## config.mk

```make
export PLATFORM = sky130hd
export DESIGN_NAME = uart_rx_fsm
export DESIGN_NICKNAME = d
export VERILOG_FILES = /design/src/rtl/uart_rx_fsm.sv
export SDC_FILE = /design/constraint.sdc
export NUM_CORES = 1
export LEC_CHECK = 0
export CORE_UTILIZATION = 51
export DETAILED_ROUTE_END_ITERATION = 10
export HOLD_SLACK_MARGIN = 0.05
export PLACE_DENSITY = 0.91
export SLEW_MARGIN = 20
export SYNTH_ARGS = -nofsm -noshare
export SYNTH_HDL_FRONTEND = slang
export SYNTH_SLANG_ARGS = --single-unit
```

## constraint.sdc

```tcl
create_clock -name CLK -period 2.52 [get_ports CLK]
set_input_delay 0.756 -clock CLK [delete_from_list [all_inputs] [get_ports CLK]]
set_output_delay 0.756 -clock CLK [all_outputs]
set_load 0.01 [all_outputs]
```

## src/rtl/uart_rx_fsm.sv

```systemverilog
// uart_rx_fsm: UART receive frame sequencer driving start/data/parity/stop strobes and data_valid.
// Optional UART_RX_ERR_FLAGS_EN adds err_flags = {par_err, stp_err} captured at each frame end.
module uart_rx_fsm #(
  parameter int unsigned DATA_WIDTH = 8,
  parameter int unsigned PRESCALE_W = 6
) (
  input  logic                  CLK,
  input  logic                  RST,
  input  logic                  RX_IN,
  input  logic                  PAR_EN,
  input  logic [PRESCALE_W-1:0] PRESCALE,
  input  logic                  strt_glitch,
  input  logic                  par_err,
  input  logic                  stp_err,
  output logic                  dat_samp_en,
  output logic [PRESCALE_W-1:0] edge_cnt,
  output logic                  strt_chk_en,
  output logic                  par_chk_en,
  output logic                  stp_chk_en,
  output logic                  deser_en,
  output logic                  data_valid
`ifdef UART_RX_ERR_FLAGS_EN
  ,
  output logic [1:0]            err_flags
`endif
);

  localparam int unsigned BIT_W = (DATA_WIDTH > 1) ? $clog2(DATA_WIDTH) : 1;
  localparam logic [PRESCALE_W-1:0] P_MIN = PRESCALE_W'(8);

  typedef enum logic [2:0] {IDLE, START, DATA, PARITY, STOP} state_t;

  state_t                state_q, state_d;
  logic [PRESCALE_W-1:0] p_q, p_new, edge_d;
  logic [BIT_W-1:0]      bit_q, bit_d;
  logic                  par_on_q;
  logic                  latch_cfg, dv_d, at_strobe, at_last;
  logic                  err_load, err_clr;

  // Bit period is forced even and clamped so the majority window and strobe fit inside it.
  always_comb begin
    p_new = PRESCALE & ~PRESCALE_W'(1);
    if (p_new < P_MIN) p_new = P_MIN;
  end

  assign at_strobe   = (edge_cnt == (p_q >> 1) + PRESCALE_W'(2));
  assign at_last     = (edge_cnt == p_q - PRESCALE_W'(1));
  assign dat_samp_en = (state_q != IDLE);

  always_comb begin
    state_d     = state_q;
    bit_d       = bit_q;
    latch_cfg   = 1'b0;
    dv_d        = 1'b0;
    err_load    = 1'b0;
    err_clr     = 1'b0;
    strt_chk_en = 1'b0;
    par_chk_en  = 1'b0;
    stp_chk_en  = 1'b0;
    deser_en    = 1'b0;
    edge_d      = (state_q == IDLE || at_last) ? '0 : edge_cnt + PRESCALE_W'(1);

    case (state_q)
      IDLE: begin
        if (!RX_IN) begin
          state_d   = START;
          latch_cfg = 1'b1;
        end
      end
      START: begin
        strt_chk_en = at_strobe;
        if (at_last) begin
          if (strt_glitch) begin
            state_d = IDLE;
            err_clr = 1'b1;
          end else begin
            state_d = DATA;
            bit_d   = '0;
          end
        end
      end
      DATA: begin
        deser_en = at_strobe;
        if (at_last) begin
          if (bit_q == BIT_W'(DATA_WIDTH - 1)) begin
            bit_d   = '0;
            state_d = par_on_q ? PARITY : STOP;
          end else begin
            bit_d = bit_q + BIT_W'(1);
          end
        end
      end
      PARITY: begin
        par_chk_en = at_strobe;
        if (at_last) state_d = STOP;
      end
      STOP: begin
        stp_chk_en = at_strobe;
        if (at_last) begin
          dv_d     = !stp_err && (!par_err || !par_on_q);
          err_load = 1'b1;
          // A low line here is the next start bit; re-latch config for that frame.
          if (!RX_IN) begin
            state_d   = START;
            latch_cfg = 1'b1;
          end else begin
            state_d = IDLE;
          end
        end
      end
      default: state_d = IDLE;
    endcase
  end

  always_ff @(posedge CLK or negedge RST) begin
    if (!RST) begin
      state_q    <= IDLE;
      edge_cnt   <= '0;
      bit_q      <= '0;
      p_q        <= '0;
      par_on_q   <= 1'b0;
      data_valid <= 1'b0;
    end else begin
      state_q    <= state_d;
      edge_cnt   <= edge_d;
      bit_q      <= bit_d;
      data_valid <= dv_d;
      if (latch_cfg) begin
        p_q      <= p_new;
        par_on_q <= PAR_EN;
      end
    end
  end

`ifdef UART_RX_ERR_FLAGS_EN
  always_ff @(posedge CLK or negedge RST) begin
    if (!RST) begin
      err_flags <= '0;
    end else if (err_clr) begin
      err_flags <= '0;
    end else if (err_load) begin
      err_flags <= {par_err & par_on_q, stp_err};
    end
  end
`else
  logic unused_err;
  assign unused_err = err_load ^ err_clr;
`endif

endmodule

```

==> run metrics <==
setup slack, reg-to-reg 0 ns; endpoints failing setup 4; pwr/cell area 269.2 nW/um^2; clock root buffer clkbuf_4; Top cell by count, worst path buf_6; crit path launch type flip-flop; Syn Std Cell Area 1254 sq um; DIE WIDTH 51.58 um; Std-Cell Rows 17; die area 2661 sq um; setup TNS -0.9689 ns; routed length per instance 15.86 um; global-route wire length before repair 4429 um; hold slack 0.5189 ns; overall global routing resource usage 22.34%; DR vias 1,085; top cell type's share of synthesized area 37.92%; CTS tree yes; Top FF cell, synth dfrtp_1; Final period util 110.8%; Reg2Reg Depth 10; CORE AREA 2255 sq um; # clock sinks 19; Peak Freq 0.3580 GHz; final wirelength 3157 um; Post-Syn Instances 124; Antenna Violating Nets Remaining 0; max_slew headroom 77.85%; share of cells above drive strength 1 33.33%; H-tree depth 1; worst skew pair latency 0.28 ns; Hold WC Path Type flip-flop to flip-flop; initial core utilization 55.60%; die height 51.58 um; Placed Area 1609 sq um; Seq/Total Area, Yosys 37.92%; Synth area leaders dfrtp_1 38%, ha_1 7.0%, xor2_1 6.3%, buf_6 4.5%, xnor2_1 4.2%; DRT iter0 DRCs 25; Pins Over Slew Limit 0; RD Place Congestion 0.8204; Crit Path Category flip-flop to primary output; failing checks setup timing; Peak VDD IR 0.3383 mV; Tmin final 2.793 ns; Post-Synthesis Net Count 144; Synth Register Bits 19; run status complete, but fails checks; most common cell in the netlist dfrtp_1; Worst Tran Pin Value 0.3296 ns; CP Cell Sequence inv_2 -> ha_4 -> xor2_4 -> a2111oi_4 -> o21ai_2 -> buf_6 -> buf_6 -> nor2_4 -> buf_6; total power draw 0.0004823 W; Post-synth EDFFs 0; max incr delay on CP 0.42 ns; Worst-path clk slew 0.10 ns; Via density 5.452; Hold Buf Count CTS 0; CTS max path bufs 2; I/O pins 25; Synth top cells by count 19 x dfrtp_1, 13 x nor2_1, 9 x xor2_1; IO Port Bufs 23; GRT overflow 0; Yosys cell types 34; kind of end point of the critical path primary output; dpl hpwl 2109 um; capture point of the worst reg-to-reg path bit_q[0]; cell taking the most area after synthesis dfrtp_1; number of global-route vias before repair 1,068; Syn-to-layout area delta 42.91%; yosys warns 0; Final Hold Viols 0; fin nets 192; Inserted Diodes 0; r2r startpoint p_q[2]; CP Max Fanout 2; crit path capture stp_chk_en; Util after Layout 79.47%; MaxCap Viol Count 0; initial antenna violation count 0; Post-synth ARST share 100.0%; drt pass-1 iters 4; CP startpoint p_q[2]; RSZ-0062 raised after global routing yes; # DRC 0; largest net degree at the start of global routing 20; CP required 1.76 ns; Mean Syn Cell Area 10.11 sq um; fin area 1792 sq um; Worst Skew 0.001467 ns; Inserted Clock Buffers 3; Leak 0.7876 nW; Final WS setup -0.2730 ns; hold path depth 1; data arrival time of the critical path 2.04 ns; slowest stage cell, crit path dfrtp_1
-- worst max-delay path: cells and delay by family, from the launching register on --
family          cells  cell delay, ns
flops               1            0.42
fa+ha+maj           1            0.22
compound gates      2            0.42
xor+xnor            1            0.15
buf+inv             4            0.46
simple gates        1            0.08
-- cell families (layout without fill, tap and decap cells) --
group | after synthesis | after routing | share of synthesized area [%]
AO/OA/AOI/OAI | 20 | 20 | 13.67
adder cells (fa/ha/maj) | 7 | 7 | 6.986
flip-flops | 19 | 19 | 37.92
XOR/XNOR | 15 | 15 | 10.48
multiplexers | 7 | 7 | 6.786
buffers and inverters | 12 | 59 | 6.586
AND/OR/NAND/NOR | 44 | 44 | 17.56
-- layout make-up --
type                    instances  area, sq um
repair buffers                 49        429.2
inverters                       6        22.52
well taps                      28        35.03
flip-flops and latches         19        475.5
fillers                       129        462.9
clock buffers                   4        26.28
multi-input cells              93        803.3
-- per-layer routing --
| layer | track usage [%] | wire, um | vias up |
|---|---|---|---|
| li1 | - | - | 527 |
| met2 | 46.10 | 1741 | 22 |
| met3 | 2.632 | 55 | 4 |
| met4 | 4.054 | 49 | 0 |
| met5 | 0 | 0 | - |
| met1 | 23.75 | 1310 | 532 |
-- power breakdown --
part	leakage [nW]	internal (W)	switching [W]
sequential	0.221	0.000305	0
combinational	0.552	0.0000178	0.0000130
clock	0.0150	0.0000614	0.0000854
-- worst min path at each step --
stage	endpoint	startpoint	slack, ns
CTS	bit_q[1]	bit_q[1]	0.52
global placement	bit_q[1]	bit_q[1]	0.48
global route	bit_q[1]	bit_q[1]	0.54
floorplan	bit_q[0]	RST	0.46
finish	bit_q[1]	bit_q[1]	0.52
detailed placement	bit_q[1]	bit_q[1]	0.50
-- metrics by stage --
step	worst slack [ns]	instances
global placement	-0.4876	189
global route	-0.3919	199
finish	-0.2730	199
CTS	-0.3312	197
floorplan	0.02894	124
detailed placement	-0.6151	189
-- registers in the layout, indices dropped and copies added, names as in the netlist --
signal and cells:
edge_cnt 6, p_q 5, bit_q 3, state_q 3, data_valid 1, par_on_q 1
-- cell usage in the layout, fill, tap and decap left out, drive strengths merged, types with 5 or more instances in the layout --
master / synthesis / layout
buf: 5 / 30
dfrtp: 19 / 19
clkdlybuf4s50: 0 / 19
nor2: 13 / 13
xor2: 9 / 9
ha: 7 / 7
nor3: 7 / 7
xnor2: 6 / 6
o21ai: 6 / 6
inv: 6 / 6
nor2b: 5 / 5
nand3: 5 / 5
-- timing repair --
action                                  in CTS  in global routing
endpoints found under the setup margin       4                  5
buffers inserted                             4                  2
endpoints found under the hold margin        0                  0
pin swaps                                    8                  3
resized for setup                           26                 19
No activity file was read; power rests on OpenSTA's default activity.
